## src/rtl/alu_arbiter.sv

```systemverilog
// Two-requester round-robin front end sharing a single ALU.
// Holds one registered result until the owning requester accepts it.
package alu_pkg;
  typedef enum logic [3:0] {
    ALU_ADD  = 4'd0,
    ALU_SUB  = 4'd1,
    ALU_AND  = 4'd2,
    ALU_OR   = 4'd3,
    ALU_XOR  = 4'd4,
    ALU_SLL  = 4'd5,
    ALU_SRL  = 4'd6,
    ALU_SRA  = 4'd7,
    ALU_SLT  = 4'd8,
    ALU_SLTU = 4'd9
  } alu_op_e;
endpackage

module alu
  import alu_pkg::*;
(
  input  logic [31:0] i_a,
  input  logic [31:0] i_b,
  input  alu_op_e     i_op,
  output logic [31:0] o_q,
  output logic        o_zero,
  output logic        o_neg
);
  always_comb begin
    o_q = 32'd0;
    case (i_op)
      ALU_ADD:  o_q = i_a + i_b;
      ALU_SUB:  o_q = i_a - i_b;
      ALU_AND:  o_q = i_a & i_b;
      ALU_OR:   o_q = i_a | i_b;
      ALU_XOR:  o_q = i_a ^ i_b;
      ALU_SLL:  o_q = i_a << i_b[4:0];
      ALU_SRL:  o_q = i_a >> i_b[4:0];
      ALU_SRA:  o_q = $unsigned($signed(i_a) >>> i_b[4:0]);
      ALU_SLT:  o_q = {31'd0, $signed(i_a) < $signed(i_b)};
      ALU_SLTU: o_q = {31'd0, i_a < i_b};
      default:  o_q = 32'd0;
    endcase
  end

  assign o_zero = (o_q == 32'd0);
  assign o_neg  = o_q[31];
endmodule

module alu_arbiter
  import alu_pkg::*;
#(
  parameter int TAG_W = 4,
  parameter int CNT_W = 16
) (
  input  logic             clk,
  input  logic             rst_n,
  input  logic [1:0]       req_valid,
  output logic [1:0]       req_ready,
  input  logic [31:0]      req_a0,
  input  logic [31:0]      req_b0,
  input  logic [31:0]      req_a1,
  input  logic [31:0]      req_b1,
  input  alu_op_e          req_op0,
  input  alu_op_e          req_op1,
  input  logic [TAG_W-1:0] req_tag0,
  input  logic [TAG_W-1:0] req_tag1,
  output logic [1:0]       rsp_valid,
  input  logic [1:0]       rsp_ready,
  output logic [31:0]      rsp_q,
  output logic             rsp_zero,
  output logic             rsp_neg,
  output logic [TAG_W-1:0] rsp_tag,
  output logic [CNT_W-1:0] op_count
);
  typedef enum logic {IDLE = 1'b0, HOLD = 1'b1} state_e;

  state_e           r_state;
  state_e           w_state_next;
  logic             r_prio;
  logic             r_owner;
  logic [31:0]      r_rsp_q;
  logic             r_rsp_zero;
  logic             r_rsp_neg;
  logic [TAG_W-1:0] r_rsp_tag;
  logic [CNT_W-1:0] r_op_count;

  logic             w_rsp_hs;
  logic             w_can_grant;
  logic             w_gnt;
  logic             w_accept;
  logic [1:0]       w_req_ready;
  logic [31:0]      w_alu_a;
  logic [31:0]      w_alu_b;
  alu_op_e          w_alu_op;
  logic [31:0]      w_alu_q;
  logic             w_alu_zero;
  logic             w_alu_neg;

  assign w_alu_a  = w_gnt ? req_a1  : req_a0;
  assign w_alu_b  = w_gnt ? req_b1  : req_b0;
  assign w_alu_op = w_gnt ? req_op1 : req_op0;

  alu u_alu (
    .i_a    (w_alu_a),
    .i_b    (w_alu_b),
    .i_op   (w_alu_op),
    .o_q    (w_alu_q),
    .o_zero (w_alu_zero),
    .o_neg  (w_alu_neg)
  );

  always_ff @(posedge clk or negedge rst_n) begin
    if (!rst_n) r_state <= IDLE;
    else        r_state <= w_state_next;
  end

  // rst_n gates acceptance so req_ready stays low throughout reset.
  always_comb begin
    w_state_next = r_state;
    w_rsp_hs     = (r_state == HOLD) && rsp_ready[r_owner];
    w_can_grant  = (r_state == IDLE) || w_rsp_hs;
    w_gnt        = (req_valid == 2'b11) ? r_prio : req_valid[1];
    w_accept     = w_can_grant && (|req_valid) && rst_n;
    w_req_ready  = w_accept ? (w_gnt ? 2'b10 : 2'b01) : 2'b00;
    case (r_state)
      IDLE: if (w_accept) w_state_next = HOLD;
      HOLD: begin
        if (w_accept)      w_state_next = HOLD;
        else if (w_rsp_hs) w_state_next = IDLE;
      end
      default: w_state_next = IDLE;
    endcase
  end

  always_ff @(posedge clk or negedge rst_n) begin
    if (!rst_n) begin
      r_prio     <= 1'b0;
      r_owner    <= 1'b0;
      r_rsp_q    <= 32'd0;
      r_rsp_zero <= 1'b0;
      r_rsp_neg  <= 1'b0;
      r_rsp_tag  <= '0;
      r_op_count <= '0;
    end else begin
      if (w_accept) begin
        r_prio     <= ~w_gnt;
        r_owner    <= w_gnt;
        r_rsp_q    <= w_alu_q;
        r_rsp_zero <= w_alu_zero;
        r_rsp_neg  <= w_alu_neg;
        r_rsp_tag  <= w_gnt ? req_tag1 : req_tag0;
      end
      if (w_rsp_hs) r_op_count <= r_op_count + CNT_W'(1);
    end
  end

  assign req_ready = w_req_ready;
  assign rsp_valid = (r_state == HOLD) ? (r_owner ? 2'b10 : 2'b01) : 2'b00;
  assign rsp_q     = r_rsp_q;
  assign rsp_zero  = r_rsp_zero;
  assign rsp_neg   = r_rsp_neg;
  assign rsp_tag   = r_rsp_tag;
  assign op_count  = r_op_count;
endmodule

```

## config.mk

```make
export PLATFORM = sky130hd
export DESIGN_NAME = alu_arbiter
export DESIGN_NICKNAME = d
export VERILOG_FILES = /design/src/rtl/alu_arbiter.sv
export SDC_FILE = /design/constraint.sdc
export NUM_CORES = 1
export LEC_CHECK = 0
export CORE_MARGIN = 8
export CORE_UTILIZATION = 25
export DETAILED_ROUTE_END_ITERATION = 6
export DONT_BUFFER_PORTS = 1
export PLACE_DENSITY = 0.46
export SLEW_MARGIN = 5
export SYNTH_ARGS = -nofsm -noshare
export SYNTH_HDL_FRONTEND = slang
export SYNTH_SLANG_ARGS = --single-unit
export TNS_END_PERCENT = 50
```

## constraint.sdc

```tcl
create_clock -name clk -period 13.4 [get_ports clk]
set_input_delay 2.01 -clock clk [delete_from_list [all_inputs] [get_ports clk]]
set_output_delay 2.01 -clock clk [all_outputs]
set_load 0.02 [all_outputs]
```

# Word level (Yosys, flattened, before mapping)
# Cells that the tools add are included.
dict set report classes {
  eq_ne 10
  n_mux 16
  bitwise 5
  reduce_logical 7
  add_sub_neg 3
  n_shift 3
  order_cmp 3
}
# op count
set ops {}
lappend ops {{32-bit one-hot mux with 10 select lines} 1}
lappend ops {{32-bit less-than comparator} 2}
lappend ops {{32-bit 2-to-1 mux} 2}
lappend ops {{32-bit adder} 1}
lappend ops {{32-bit bitwise AND} 1}
lappend ops {{32-bit logical NOT} 1}
lappend ops {{32-bit OR} 1}
lappend ops {{32-bit by 5-bit left shift with 32-bit output} 1}
lappend ops {{32-bit by 5-bit >> shifter with 32-bit output} 1}
lappend ops {{32-bit by 5-bit >>> shifter with 32-bit output} 1}
lappend ops {{32-bit subtractor} 1}
lappend ops {{32-bit bitwise XOR} 1}
lappend ops {{16-bit by 1-bit adder with 16-bit output (second input constant)} 1}
lappend ops {{4-bit by 3-bit == test with 1-bit output (second input constant)} 4}
lappend ops {{4-bit by 2-bit == test with 1-bit output (second input constant)} 2}
lappend ops {{4-bit == test (second input constant)} 2}
lappend ops {{2-bit 2-to-1 mux} 4}
lappend ops {{4-bit 2-to-1 mux} 2}
lappend ops {{1-bit 2-to-1 mux} 6}
lappend ops {{4-bit by 1-bit == test with 1-bit output (second input constant)} 1}
lappend ops {{4-bit logical NOT} 1}
lappend ops {{1-bit logical AND} 3}
lappend ops {{2-bit == test (second input constant)} 1}
lappend ops {{1-bit by 2-bit less-than comparator with 1-bit output (second input constant)} 1}
lappend ops {{other kinds (4)} 5}
dict set report totals {
  register_bits 57
  in_bits 150
  out_inout_bits 58
}

# Longest topological paths before layout
dict set report depth {
  ltp_word 8
  mapped_depth 26
  depth_no_buf 20
}

# Cells and area by module
# Synthesis repeated with hierarchy kept, for this count alone.
dict set report hier_totals {
  cells_unflattened 1681
  hier_area_um2 13181.4
}
# mod cells_each seq_area_each_um2 area_each_um2 instances
set modules_own_cells {}
lappend modules_own_cells {alu 1432 0.0 10008.3 1}
lappend modules_own_cells {alu_arbiter 249 1426.4 3173.0 1}

# Least setup slack after synthesis
# No wires, ideal clock.
dict set report synth_path {
  kind {input to register}
  startpoint {input req_valid[0]}
  endpoint {register r_rsp_zero (netlist: rsp_zero)}
  path_slack_ps 6246
  t_arrival_ps 7086
  n_path_buf 6
  t_required_ps 13333
  cell_stages 22
  cell_sequence {nand2b_1 -> buf_6 -> nand2_1 -> buf_2 -> buf_2 -> buf_2 -> buf_1 -> clkbuf_1 -> o21ai_0 -> fa_1 -> nor2b_1 -> o2111ai_1 -> a21oi_2 -> o31ai_2 -> a31oi_2 -> a21o_1 -> a21o_1 -> a221o_1 -> a2111o_1 -> or4_1 -> nor3_2 -> a32o_1}
}
dict set report synth_via {
  elab_chain_len 6
}
# element line_no
set synth_lines {}
lappend synth_lines {{start, declared} 57} ;# input logic [1:0] req_valid,
lappend synth_lines {{2-bit == test} 122} ;# w_gnt = (req_valid == 2'b11) ? r_prio : req_valid[1];
lappend synth_lines {{1-bit 2-to-1 mux} 122}
lappend synth_lines {{32-bit 2-to-1 mux (tied with other cells)} 99} ;# assign w_alu_a = w_gnt ? req_a1 : req_a0;
lappend synth_lines {{32-bit subtractor (tied with other cells)} 32} ;# ALU_SUB: o_q = i_a - i_b;
lappend synth_lines {{32-bit one-hot mux with 10 select lines} 30} ;# case (i_op)
lappend synth_lines {{32-bit logical NOT} 45} ;# assign o_zero = (o_q == 32'd0);
lappend synth_lines {{end signal, assigned} 149} ;# r_rsp_zero <= w_alu_zero;
lappend synth_lines {{end, declared} 82} ;# logic r_rsp_zero;
# Several ways; a longest one is shown, not always the timed one.
# A chain may end at the register's enable or synchronous reset.

# Final worst setup path
# Ends and elaborated chain as after synthesis.

==> results.tsv <==
stage	metric	value	unit
placed_design	portBuffers	0	
route	via_count	18303	
finish	layout.nets	2365	
grt	track_usage	24.09	%
synthesis	synth_compound_area_share	31.99	%
hold_path	hp-class	flip-flop to flip-flop	
finish	seqCellArea	1401	um^2
pwr	cellPowerDensity	105.8	nW/um^2
clocking	cts_buffers	5	
clocking	cts-hold-fix-buffers	0	
outcome	status	complete, no violations	
route	drt-vias-per-instance	6.320	
sta	rsz0062_at_grt	false	
synthesis	syn_area	15260	um^2
clocking	clk_pin_slew	0.08	ns
sta	timing.hold.ws	0.5342	ns
finish	nFillCells	6836	
synthesis	synth_cell_types	101	
sta	slew_headroom	10.53	%
synthesis	syn_inst	2258	
synthesis	synthXorXnorAreaFrac	1.492	%
floorplanning	die_area	69220	um^2
synthesis	synth-adder-area-share	8.460	%
floorplanning	dieWidth	263.1	um
grt	grt_max_degree	85	
sta	maxSlewViolCount	0	
finish	antennaDiodeCount	0	
synthesis	synth_nets	2510	
synthesis	synth_most_common_cell	nand2_1	
pwr	total_leakage_power	6.520	nW
clocking	cts_tree	done	
pwr	ir_drop	44.37	uV
clocking	cts_buffer_depth	2	
floorplanning	rows	90	
worst_setup_path	path_class	input port to flip-flop	
finish	multi_input_area	12570	um^2
worst_setup_path	cp-start-kind	input port	
clocking	postCtsSetupBuffers	0	
sta	fin_skew	0.007873	ns
placed_design	place.gp.congestion	0.9973	
worst_setup_path	crit_fanout	48	
finish	instances_no_fill	2896	
sta	finalHoldViolations	0	
sta	tightest_slew	1.308	ns
synthesis	synth.area.mux_share	13.23	%
route	wl_per_cell	30.64	um
clocking	cts_resized	0	
synthesis	ys.flop_type	dfrtp_1	
route	first_pass_iters	6	
finish	syn2layout_area_growth	3.459	%
synthesis	synth-seq-cells	56	
synthesis	yosys.area_share.simple	26.85	%
route	ant_nets	0	
synthesis	yosys_warnings	0	
placed_design	dpl.cell_count	2888	
synthesis	synthTopCellsByCount	nand2_1 (373), nor2_1 (157), o21ai_0 (148), a21oi_1 (133), mux2i_1 (123)	
synthesis	seq_area_frac_synth	9.181	%
synthesis	yosys.area.top_type	dfrtp_1	
synthesis	synth_top_family_by_area	compound AO/OA/AOI/OAI gates	
worst_setup_path	critPathRequiredTime	13.65	ns
sta	max_freq	0.1156	GHz
synthesis	syn_area_per_cell	6.760	um^2
route	drc	0	
floorplanning	dieHeight	263.1	um
floorplanning	io_pins	208	
grt	grt_pass1_wl	127400	um
route	totalWireLength	88750	um
synthesis	yosysTopAreaCellShare	9.181	%
floorplanning	start_util	25.29	%
synthesis	synth-edff-count	0	
clocking	clock_latency	0.30	ns
synthesis	synthArstFlopShare	100.0	%
grt	grt-ovfl-total	0	
finish	drive_gt1_share	7.190	%
grt	antenna_found_initial	4	
clocking	htree_levels	2	
job	cap_violations	0	
sta	period_needed	8.649	ns
worst_setup_path	cp.arrival	8.90	ns
clocking	cts_sinks	56	
route	drt_iter0_drc	2353	
sta	fin_crit_sh	64.55	%
sta	tns	0	ns
grt	grt_pass1_vias	17026	
placed_design	hpwl	70630	um
floorplanning	core	60360	um^2
worst_setup_path	endpoint_kind	flip-flop	
synthesis	synth_area_leaders	dfrtp_1 (9.2%), nand2_1 (9.2%), ha_1 (8.2%)	
sta	finalSetupViolCount	0	
clocking	root_buffer	clkbuf_16	
==> final timing paths <==
path / start / endpoint / cells past startpoint / slack [ns]
setup / recovery: req_valid[0] / rsp_zero / 20 / 4.75
hold / removal: r_state / r_state / 2 / 0.53
setup reg to reg: r_prio / rsp_zero / 20 / 5.94
hold reg to reg: r_state / r_state / 2 / 0.53
max in group asynchronous: rst_n / rsp_q[20] / 0 / 11.89
min in group asynchronous: rst_n / op_count[0] / 0 / 1.40
==> critical path, cell delays in order <==
cell       delay [ns]
nand2b_2         0.04
buf_4            0.40
buf_4            0.52
nand3_1          0.55
nand2_2          0.50
buf_4            0.55
inv_2            0.18
ha_1             0.22
o21bai_1         0.19
o2111ai_1        0.30
a31oi_1          0.27
nor3_1           0.44
o22a_1           0.20
a31oi_1          0.20
nor4_1           0.96
nand4_1          0.17
nor4_1           0.52
nand4_1          0.20
nor3_2           0.23
a32o_1           0.18
==> metrics by stage <==
step	setup WS, ns	util, %	power [mW]	instance area (um^2)
final	4.751	26.16	1.670	15790
after global routing	4.329	26.16	1.770	15790
after CTS	4.641	26.16	1.643	15790
after detailed placement	4.355	25.92	1.499	15640
after global placement	4.387	25.92	1.501	15640
after floorplan	6.246	-	1.110	15260
==> per-layer routing <==
layer  up-vias  global-route usage (%)  share of wire (%)
met1      8942                   33.07                 44
met3       166                   5.388                9.7
li1       8076                       -                  -
met4         2                   6.786                3.4
met5         -                       0              0.015
met2      1117                   37.42                 43
==> layout make-up <==
cell class              count  area share [%]
clock inverters             3          0.1347
well taps                 782           6.196
flip-flops and latches     56           8.874
repair buffers             34           1.616
inverters                 118           2.805
multi-input cells        1898           79.58
clock buffers               5          0.7923
==> placed cells by master, fill, tap and decap left out, drive strengths merged, types with 8 or more instances in the layout <==
master / netlist / final
or2: 11 / 11
a211oi: 43 / 43
o31ai: 18 / 18
a21oi: 135 / 135
mux4: 9 / 9
nor2: 158 / 158
and3: 14 / 14
or4: 11 / 11
nor2b: 25 / 25
and2: 14 / 14
a21o: 24 / 24
or3: 12 / 12
nand3: 81 / 81
a21boi: 10 / 10
a221o: 8 / 8
mux2: 52 / 52
o21ai: 172 / 172
ha: 100 / 100
nand2: 375 / 375
o221ai: 20 / 20
a22oi: 11 / 11
a31oi: 28 / 28
o2111ai: 24 / 24
a211o: 9 / 9
o22ai: 17 / 17
xnor2: 20 / 20
o211ai: 59 / 59
nor3: 54 / 54
nand4: 43 / 43
nand2b: 25 / 25
nor4: 21 / 21
a221oi: 22 / 22
a2111oi: 16 / 16
inv: 116 / 117
buf: 106 / 34
dfrtp: 56 / 56
o21a: 10 / 10
mux2i: 123 / 123
==> cell families after synthesis <==
logic type / after synthesis
simple gates: 877
compound gates: 709
buf+inv: 304
mux: 184
fa+ha+maj: 102
flops: 56
xor+xnor: 26
==> power by group <==
group          switching [mW]  internal (mW)  leakage [nW]  total [mW]
Combinational           0.843          0.369          5.73        1.21
Clock                  0.0652         0.0699        0.0702       0.135
Sequential              0.107          0.216         0.720       0.323
==> sequential cells by signal, summed over array words and instances, names as in the netlist <==
| signal | count |
|---|---|
| op_count | 16 |
| r_owner | 1 |
| rsp_zero | 1 |
| r_state | 1 |
| rsp_tag | 4 |
| r_prio | 1 |
| rsp_q | 32 |
Power figures use the tool's default switching activity.
